<file path="src/rtl/pm_fetch_sequencer.sv">
// pm_fetch_sequencer: program-memory fetch controller with in-flight address/valid pipe, jump flush and stall replay.
// Optional PM_FETCH_BUBBLE_COUNT_EN adds a saturating bubble_count output.
module pm_fetch_sequencer #(
    parameter int         ROM_LATENCY = 2,
    parameter logic [7:0] NOP_OPCODE  = 8'h00
) (
    input  logic       clk,
    input  logic       reset,
    input  logic       stall,
    input  logic       jump,
    input  logic [7:0] jump_addr,
    input  logic [7:0] pm_data,
    output logic [7:0] pm_address,
    output logic [7:0] ir,
    output logic [7:0] pc,
    output logic       ir_valid,
    output logic       flush_pipeline,
    output logic [1:0] fsm_state
`ifdef PM_FETCH_BUBBLE_COUNT_EN
    ,output logic [15:0] bubble_count
`endif
);
    typedef enum logic [1:0] {FILL = 2'd0, RUN = 2'd1, HOLD = 2'd2} state_t;
    state_t state_q, state_d;
    logic [7:0] addr_q [ROM_LATENCY];
    logic [ROM_LATENCY-1:0] vld_q;
    logic [7:0] pm_address_q, ir_q, pc_q, replay_addr;
    logic ir_valid_q, flush_q, tail_vld, qjump, first_stall;
    assign tail_vld    = vld_q[ROM_LATENCY-1];
    assign qjump       = jump & ir_valid_q & ~stall;
    assign first_stall = stall & (state_q != HOLD);
    // Highest valid index is the oldest fetch, so it overrides younger entries.
    always_comb begin
        replay_addr = pm_address_q;
        for (int i = 0; i < ROM_LATENCY; i++)
            if (vld_q[i]) replay_addr = addr_q[i];
    end
    always_comb begin
        state_d = stall ? HOLD : (state_q == HOLD || qjump) ? FILL : tail_vld ? RUN : state_q;
    end
    always_ff @(posedge clk) begin
        if (reset) state_q <= FILL;
        else       state_q <= state_d;
    end
    always_ff @(posedge clk) begin
        if (!stall) begin
            addr_q[0] <= pm_address_q;
            for (int i = 1; i < ROM_LATENCY; i++) addr_q[i] <= addr_q[i-1];
        end
    end
    always_ff @(posedge clk) begin
        if (reset) begin
            pm_address_q <= 8'h00;
            ir_q         <= NOP_OPCODE;
            pc_q         <= 8'h00;
            ir_valid_q   <= 1'b0;
            flush_q      <= 1'b0;
            vld_q        <= '0;
        end else begin
            flush_q <= qjump | (first_stall & (|vld_q));
            if (stall) begin
                vld_q <= '0;
                if (first_stall) pm_address_q <= replay_addr;
            end else begin
                vld_q        <= qjump ? '0 : (vld_q << 1) | ROM_LATENCY'(1);
                pm_address_q <= qjump ? jump_addr : pm_address_q + 8'd1;
                ir_q         <= tail_vld ? pm_data : NOP_OPCODE;
                ir_valid_q   <= tail_vld;
                if (tail_vld) pc_q <= addr_q[ROM_LATENCY-1];
            end
        end
    end
`ifdef PM_FETCH_BUBBLE_COUNT_EN
    logic [15:0] bubble_count_q;
    always_ff @(posedge clk) begin
        if (reset) bubble_count_q <= 16'h0000;
        else if (!stall && !tail_vld && bubble_count_q != 16'hFFFF) bubble_count_q <= bubble_count_q + 16'd1;
    end
    assign bubble_count = bubble_count_q;
`endif
    assign pm_address     = pm_address_q;
    assign ir             = ir_q;
    assign pc             = pc_q;
    assign ir_valid       = ir_valid_q;
    assign flush_pipeline = flush_q;
    assign fsm_state      = state_q;
endmodule

</file>
<file path="config.mk">
export PLATFORM = sky130hd
export DESIGN_NAME = pm_fetch_sequencer
export DESIGN_NICKNAME = d
export VERILOG_FILES = /design/src/rtl/pm_fetch_sequencer.sv
export SDC_FILE = /design/constraint.sdc
export NUM_CORES = 1
export LEC_CHECK = 0
export CAP_MARGIN = 25
export CORE_MARGIN = 5
export CORE_UTILIZATION = 61
export CTS_CLUSTER_SIZE = 14
export DETAILED_ROUTE_END_ITERATION = 12
export DONT_BUFFER_PORTS = 1
export PLACE_DENSITY = 0.81
export SYNTH_ARGS = -nofsm -noshare
export SYNTH_HDL_FRONTEND = slang
export SYNTH_SLANG_ARGS = --single-unit
</file>
<file path="constraint.sdc">
create_clock -name clk -period 1.58 [get_ports clk]
set_input_delay 0.237 -clock clk [delete_from_list [all_inputs] [get_ports clk]]
set_output_delay 0.237 -clock clk [all_outputs]
set_load 0.01 [all_outputs]
</file>
== Yosys cells after proc, flatten, opt, wreduce, memory -nomap -nowiden ==
Memory sizes are Yosys's and may differ from the RTL's.
Cells that the tools add are included.

* Bits in registers: 30
* Memory bits (writable): 16
* Input bits: 20
* Logic and storage cells: 40
* Memories: 1

* $add $sub $neg: 1
* Equal/unequal tests: 4
* Muxes and demuxes: 11
* Bitwise logic cells: 6
* Reduce and logical (&&, ||, !) cells: 8

{| class="wikitable"
|+ Memories
! memory !! words !! bits a word !! rd ports !! clocked after memory_dff !! write ports !! line !! text
|-
| addr_q || 2 || 8 || 2 || 0 || 2 || 25 || <nowiki>logic [7:0] addr_q [ROM_LATENCY];</nowiki>
|}

{| class="wikitable"
|+ Operator list
! cell !! count
|-
| 2-to-1 mux 8 bit || 6
|-
| adder 8 x 1 -> 8 bit, second input constant || 1
|-
| 2-to-1 mux 2 bit || 3
|-
| OR reduction 3 bit || 2
|-
| AND 1 bit || 4
|-
| AND reduction 2 bit || 2
|-
| OR reduction 2 bit || 2
|-
| != test 3 x 1 -> 1 bit, second input constant || 1
|-
| nonzero test 3 bit || 1
|-
| == test 2 bit, second input constant || 1
|-
| 2-to-1 mux 1 bit || 2
|-
| != test 2 x 1 -> 1 bit, second input constant || 1
|-
| != test 2 bit, second input constant || 1
|-
| logical OR 1 bit || 1
|-
| inverter 1 bit || 1
|-
| bitwise OR 1 bit || 1
|}

== Longest topological paths before layout ==
Gate-level depths: netlist (run 1).

* Word-level depth: 5
* Depth in mapped cells: 6

== Least setup slack after synthesis (run 1) ==
OpenSTA, ideal clock, no wires.

* Path kind: register to register
* Start point: reg state_q[1] (netlist: fsm_state[1])
* End point: reg pm_address_q[1] (netlist: pm_address[1])
* Library setup time: 0.132 ns
* Arrival: 1.235 ns
* Data required time: 1.448 ns
* Setup slack: 0.213 ns
* Stages on the path, launching flop included: 6
* Path buffers: 1
* Period minus slack after synthesis: 1.367 ns
* Path through: dfxtp_1 > nor2b_1 > o21a_1 > clkbuf_1 > a222oi_1 > a21oi_1

* Word-level cells in the longest chain between the ends: 4

{| class="wikitable"
|+ RTL lines
! item !! line !! text
|-
| start: declaration || 24 || <nowiki>state_t state_q, state_d;</nowiki>
|-
| start signal: assignment || 43 || <nowiki>else state_q <= state_d;</nowiki>
|-
| != test 2 bit || 31 || <nowiki>assign first_stall = stall & (state_q != HOLD);</nowiki>
|-
| AND 1 bit || 31 ||
|-
| != test 2 x 1 -> 1 bit (no line) || n/a ||
|-
| AND reduction 2 bit (no line) || n/a ||
|-
| end signal: assignment || 63 || <nowiki>if (first_stall) pm_address_q <= replay_addr;</nowiki>
|-
| end signal: assignment || 66 || <nowiki>pm_address_q <= qjump ? jump_addr : pm_address_q + 8'd1;</nowiki>
|-
| end: declaration || 27 || <nowiki>logic [7:0] pm_address_q, ir_q, pc_q, replay_addr;</nowiki>
|}

Every way passes these cells.
A chain may end at the register's enable or synchronous reset.

== Worst setup path in the final report (run 1) ==
* Start point: in reset
* End point: reg vld_q[1]

* Word-level cells in the longest chain between the ends: 1

{| class="wikitable"
|+ RTL lines
! item !! line !! text
|-
| start: declaration || 8 || <nowiki>input logic reset,</nowiki>
|-
| OR reduction 3 bit (no line) || n/a ||
|-
| end signal: assignment || 65 || <nowiki>vld_q <= qjump ? '0 : (vld_q << 1) | ROM_LATENCY'(1);</nowiki>
|-
| end: declaration || 26 || <nowiki>logic [ROM_LATENCY-1:0] vld_q;</nowiki>
|}

Every way passes these cells.

==> results of run 1 <==
## per-stage QoR
step	utilization, %	power, mW
3_5_place_dp	65.52	1.452
2_1_floorplan	-	1.429
6_report	69.36	2.025
5_1_grt	69.36	2.121
4_1_cts	68.47	2.027
3_3_place_gp	65.52	1.442
## synthesized netlist by cell type (3+ instances only)
library cell | number | area (um^2)
edfxtp_1 | 16 | 480.5
nand2_1 | 19 | 71.32
nor2_1 | 15 | 56.30
nor3_1 | 3 | 15.01
mux2i_1 | 6 | 60.06
buf_4 | 3 | 22.52
dfxtp_1 | 30 | 600.6
clkbuf_1 | 6 | 22.52
o21ai_0 | 5 | 25.02
a22oi_1 | 10 | 75.07
a21oi_1 | 18 | 90.09
a31oi_1 | 6 | 37.54
a2bb2oi_1 | 4 | 35.03
## state kept, by name, summed over array words and instances (netlist names)
name,flops
addr_q,16
ir,8
pc,8
pm_address,8
fsm_state,2
vld_q,2
flush_pipeline,1
ir_valid,1
## area by class of cell
cell class / count / area, um^2 / area share (%)
clock buffer: 5 / 37.54 / 1.929
multi-input combinational: 110 / 661.9 / 34.02
inverter: 3 / 11.26 / 0.5788
timing repair buffer: 10 / 85.08 / 4.373
clock inverter: 3 / 25.02 / 1.286
tap: 31 / 38.79 / 1.994
sequential: 46 / 1084 / 55.69
antenna: 1 / 2.502 / 0.1286
## kinds of logic (layout without fill, tap and decap cells)
logic type	count (synthesis)	after routing	share of synthesized area [%]
flip-flops	46	46	59.79
AO/OA/AOI/OAI	49	49	17.44
adder cells (fa/ha/maj)	1	1	0.6919
AND/OR/NAND/NOR	51	51	13.43
XOR/XNOR	1	1	0.4845
buffers and inverters	14	21	3.598
other	0	1	0
multiplexers	8	8	4.568
## power groups by stage
| stage | clock network [mW] | registers, mW | logic (mW) |
|---|---|---|---|
| 3_3_place_gp | 0 | 1.34 | 0.104 |
| 4_1_cts | 0.585 | 1.32 | 0.124 |
| 2_1_floorplan | 0 | 1.33 | 0.0978 |
| 3_5_place_dp | 0 | 1.34 | 0.109 |
| 5_1_grt | 0.652 | 1.33 | 0.142 |
| 6_report | 0.579 | 1.32 | 0.128 |
## layer usage
| metal | wire (um) | track usage [%] | up-vias | share of wire (%) |
|---|---|---|---|---|
| met5 | 0 | 0 | - | 0 |
| met4 | 78 | 9.499 | 0 | 2.0 |
| met3 | 321 | 5.699 | 8 | 8.1 |
| met2 | 2010 | 35.18 | 58 | 51 |
| met1 | 1533 | 22.85 | 622 | 39 |
| li1 | - | - | 633 | - |
## final timing paths
kind,cells after the start,to,slack (ps),from
max,3,vld_q[1]$_SDFF_PP0_,80,reset
min,2,ir[4]$_SDFFE_PP0N_,5,pm_data[4]
max reg2reg,4,pm_address[1]$_SDFFE_PP0P_,140,vld_q[1]$_SDFF_PP0_
min reg2reg,0,addr_q[0][11]$_DFFE_PN_,470,addr_q[0][3]$_DFFE_PN_
## worst register-to-register path, stage by stage, from the launching register on
cell and delay, ps:
dfxtp_1 460, nor2_1 110, o21a_1 250, a222oi_1 380, a21oi_1 110
## what timing repair did
action                                 in CTS  in global routing
gates resized for setup                     0                  2
hold buffers                                2                  2
endpoints found under the hold margin      29                  2
setup endpoints to repair                   0                  2
==> metrics.yaml, run 1 <==
global_route:
  antenna_found_initial: 1
  overflow: 0
  grt_pass1_vias: 1325
  grt_max_degree: 30
  grt_pass1_wl_um: 6368
  track_usage_pct: 20.18
pwr:
  p_sw_mw: 0.5112
  power.share.clock_pct: 28.6
  comb_power_share_pct: 6.3
  netSwitchingFraction_pct: 25.24
  power_density_mw_per_mm2: 1041
  leakage_nw: 0.6790
  internal-power_mw: 1.514
  share_seq_of_total_power_pct: 65.1
  ir_worst_vdd_uv: 588.9
timing:
  fin_crit_sh_pct: 95.25
  finalHoldViolations: 0
  relSlewSlack_pct: 34.12
  rsz0062_at_grt: "false"
  setup_viol_count_final: 0
  fin_setup_tns_ps: 0
  tightest_slew_ps: 985.0
  whs_ps: 5.152
  finClkSkew_ps: 9.975
  final.setup.worst_slack_ps: 75.02
  timing.fmax_mhz: 664.5
  fin_crit_ps: 1505
  drv_slew: 0
yosys:
  synth_cell_types: 34
  ys_ff_latch: 46
  seq_area_frac_synth_pct: 59.79
  syn-num-nets: 191
  synth-async-reset-ratio_pct: 0
  synth_edf_count: 16
  synthCells: 170
  synth_ff_type: "dfxtp_1"
  syn_area_per_cell_um2: 10.64
  ys_warn_count: 0
  syn_area_mm2: 0.001808
critical_path:
  cp_max_fo: 29
  worstPathCellList: "dlygate4sd3_1 -> nor2_1 -> and2_1"
  crit_path_end_kind: "register"
  crit_path_top_delay_cell: "dlygate4sd3_1"
  critical-path-max-stage-delay_ps: 1190
  arrival_ps: 1780
  worstSetupStartpointType: "input pin"
  path_delay_family: "buffers and inverters"
  cp_data_required_time_ps: 1850
  crit_buf_inv: 1
  path_class: "in2reg"
finish:
  syn2layout_area_growth_pct: 7.613
  stdcell_count: 209
  final_area_mm2: 0.001946
  fillCellCount: 224
  final_cell_mix: "28 x dfxtp_1, 19 x nand2_1, 18 x a21oi_1"
  nets: 197
  layout-drive-gt1-share_pct: 11.86
  layout_commonest_cell: "dfxtp_1"
die:
  die_y_um: 64.44
  dieArea_mm2: 0.004153
  initial_core_util_pct: 64.45
  num_rows: 19
  pin_count: 48
  die-width_um: 64.44
  core_area_mm2: 0.002805
placed_design:
  placed_area_mm2: 0.001838
  hpwlAfterDp_um: 2804
  place_ws_ps: 195.1
  io_buffers: 0
  place_inst: 196
  gp_congestion: 0.8504
clock_tree:
  clk-insertion-delay-late_ps: 370
  clockRootBuffer: "clkbuf_4"
  clock_sinks: 46
  cts_tree: "done"
  cts_buffers: 5
  cts.htree.levels: 2
  clkTransAtPathRegs_ps: 140
  postCtsSetupRepairBufs: 0
  clock_path_buffers: 2
drt:
  post_drt_wl_per_cell_um: 18.87
  drtIter0Drc: 79
  viasPerCell: 6.321
  vias: 1321
  wl_um: 3944
  drcViolationCount: 0
  postRouteAntennaNets: 0
  first_pass_iters: 7
job:
  maxCapViolations: 0
hold_path:
  hold_class: "in2reg"
outcome:
  outcome: "complete, no violations"
Power figures use the tool's default switching activity.
==> inputs of run 2 (changes only) <==
--- a/config.mk
+++ b/config.mk
@@ -7,11 +7,13 @@
 export LEC_CHECK = 0
 export CAP_MARGIN = 25
 export CORE_MARGIN = 5
-export CORE_UTILIZATION = 61
+export CORE_UTILIZATION = 40
 export CTS_CLUSTER_SIZE = 14
 export DETAILED_ROUTE_END_ITERATION = 12
 export DONT_BUFFER_PORTS = 1
-export PLACE_DENSITY = 0.81
+export GPL_ROUTABILITY_DRIVEN = 0
+export PLACE_DENSITY = 0.58
+export SLEW_MARGIN = 20
 export SYNTH_ARGS = -nofsm -noshare
 export SYNTH_HDL_FRONTEND = slang
 export SYNTH_SLANG_ARGS = --single-unit
==> run 2 against run 1 <==
Net effect:
- count of clock-buffer cells in the layout did not move
- sequential share of layout area fell by 2.1 points
- via count barely moved
- worst hold slack improved by 4.3 ps
==> metrics.yaml, run 2 (synthesis results as in run 1) <==
die:
  die-width_um: 77.23  # +20%
  num_rows: 24  # +5
  pin_count: 48  # unchanged
  dieArea_mm2: 0.005964  # +44%
  core_area_mm2: 0.004384  # +56%
  initial_core_util_pct: 41.24  # -23 points
  die_y_um: 77.23  # +20%
clock_tree:
  cts.htree.levels: 2  # unchanged
  cts_resized: 0  # unchanged
  clockRootBuffer: "clkbuf_8"
  cts_buffers: 5  # unchanged
  clk-insertion-delay-late_ps: 300  # -70 ps
  clkTransAtPathRegs_ps: 80  # -60 ps
  cts.hold.buffers_added: 2  # unchanged
  postCtsSetupRepairBufs: 0  # unchanged
  clock_sinks: 46  # unchanged
  cts_tree: "done"
  clock_path_buffers: 2  # unchanged
placed_design:
  place_inst: 222  # +13%
  hpwlAfterDp_um: 2972  # +6.0%
  io_buffers: 0  # unchanged
finish:
  fillCellCount: 415  # +85%
  layout-drive-gt1-share_pct: 12.71  # +0.84 points
  layout_commonest_cell: "dfxtp_1"
  largest_register: "addr_q"
  final_cell_mix: "30 x dfxtp_1, 19 x nand2_1, 18 x a21oi_1"
  syn2layout_area_growth_pct: 11.56
  largest_reg_flops: 16  # unchanged
  antennaDiodeCount: 0  # -1
  stdcell_count: 233  # +11%
  nets: 201  # +2.0%
drt:
  wl_um: 4188  # +6.2%
  post_drt_wl_per_cell_um: 17.97  # -4.8%
  drtIter0Drc: 90  # +14%
  postRouteAntennaNets: 0  # unchanged
  first_pass_iters: 4  # -3
  vias: 1320  # -0.076%
  viasPerCell: 5.665  # -10%
  drcViolationCount: 0  # unchanged
global_route:
  track_usage_pct: 14.91  # -5.3 points
  antenna_found_initial: 0  # -1
  overflow: 0  # unchanged
  grt_pass1_vias: 1336  # +0.83%
  grt_max_degree: 19  # -37%
  grt_pass1_wl_um: 6969  # +9.4%
outcome:
  outcome: "complete, no violations"
pwr:
  ir_worst_vdd_uv: 495.3  # -16%
  leakage_nw: 0.7110  # +4.7%
  power_density_mw_per_mm2: 1055  # +1.4%
critical_path:
  crit_path_top_delay_cell: "dfxtp_1"
  cp_max_fo: 6  # -79%
  worstPathCellList: "ha_1 -> and3_1 -> nor2_1 -> o21ai_0 -> a31oi_1"
  crit_path_end_kind: "register"
  path_class: "reg2reg"
  cp_data_required_time_ps: 1750  # -100 ps
  arrival_ps: 1660  # -120 ps
  worstSetupStartpointType: "register"
  critical-path-max-stage-delay_ps: 490  # -700 ps
timing:
  drv_slew: 0  # unchanged
  fin_setup_tns_ps: 0  # unchanged
  timing.fmax_mhz: 671.9  # +1.1%
  fin_crit_sh_pct: 94.19  # -1.1 points
  finalHoldViolations: 0  # unchanged
  fin_crit_ps: 1488  # -16.74 ps
  whs_ps: 9.451  # +4.300 ps
  setup_viol_count_final: 0  # unchanged
  rsz0062_at_grt: "false"
  finClkSkew_ps: 5.733  # -4.242 ps
  relSlewSlack_pct: 51.81  # +18 points
  tightest_slew_ps: 720.5  # -264.5 ps
job:
  maxCapViolations: 0  # unchanged
hold_path:
  hold_class: "in2reg"
==> run 2: cell count changes in the layout (fill, tap and decap cells not counted), moves of 2 or more <==
cell,delta
dfxtp_1,+2
clkbuf_8,+5
buf_4,+5
clkbuf_4,-5
dfxtp_2,-2
==> run 2: metrics by stage <==
step           setup WS [ps]  utilization [%]  area [um^2]  total power, mW
6_report               91.76            46.00         2017            2.129
5_1_grt                7.263            46.00         2017            2.240
4_1_cts                107.3            45.78         2007            2.147
3_5_place_dp           126.6            43.38         1902            1.457
3_3_place_gp           208.8            43.38         1902            1.451
2_1_floorplan          212.7                -         1808            1.429
==> run 2: layout make-up <==
type	instances	area, um^2	area share, %
Clock buffer	5	68.82	3.412
Clock inverter	3	16.27	0.8065
Sequential cell	46	1081	53.60
Multi-Input combinational cell	110	661.9	32.82
Inverter	3	11.26	0.5583
Timing Repair Buffer	14	112.6	5.583
Tap cell	52	65.06	3.226
==> run 2: final timing paths <==
| kind | from | to | slack [ps] | cells after the start |
|---|---|---|---|---|
| max reg2reg | pm_address[0]$_SDFFE_PP0P_ | pm_address[4]$_SDFFE_PP0P_ | 90 | 5 |
| max | pm_address[0]$_SDFFE_PP0P_ | pm_address[4]$_SDFFE_PP0P_ | 90 | 5 |
| min | reset | fsm_state[0]$_SDFFE_PP0P_ | 9 | 1 |
| min reg2reg | addr_q[0][2]$_DFFE_PN_ | addr_q[0][10]$_DFFE_PN_ | 450 | 0 |
==> run 2: critical path, delay by kind of cell (launching register included) <==
kind                     cells  cell delay (ps)
AO/OA/AOI/OAI                2              350
flip-flops                   1              490
AND/OR/NAND/NOR              2              290
adder cells (fa/ha/maj)      1              240
==> run 2: routing by layer <==
metal	vias up	part of all wire (%)	global-route usage [%]
met5	-	0	0
met4	0	1.9	7.388
met3	10	8.8	5.386
met2	49	48	22.14
met1	621	42	19.00
li1	640	-	-
==> run 2: where the power goes <==
part	total (mW)	internal, mW	switching [mW]
Sequential	1.31	1.27	0.0369
Combinational	0.136	0.0599	0.0761
Clock	0.684	0.303	0.381
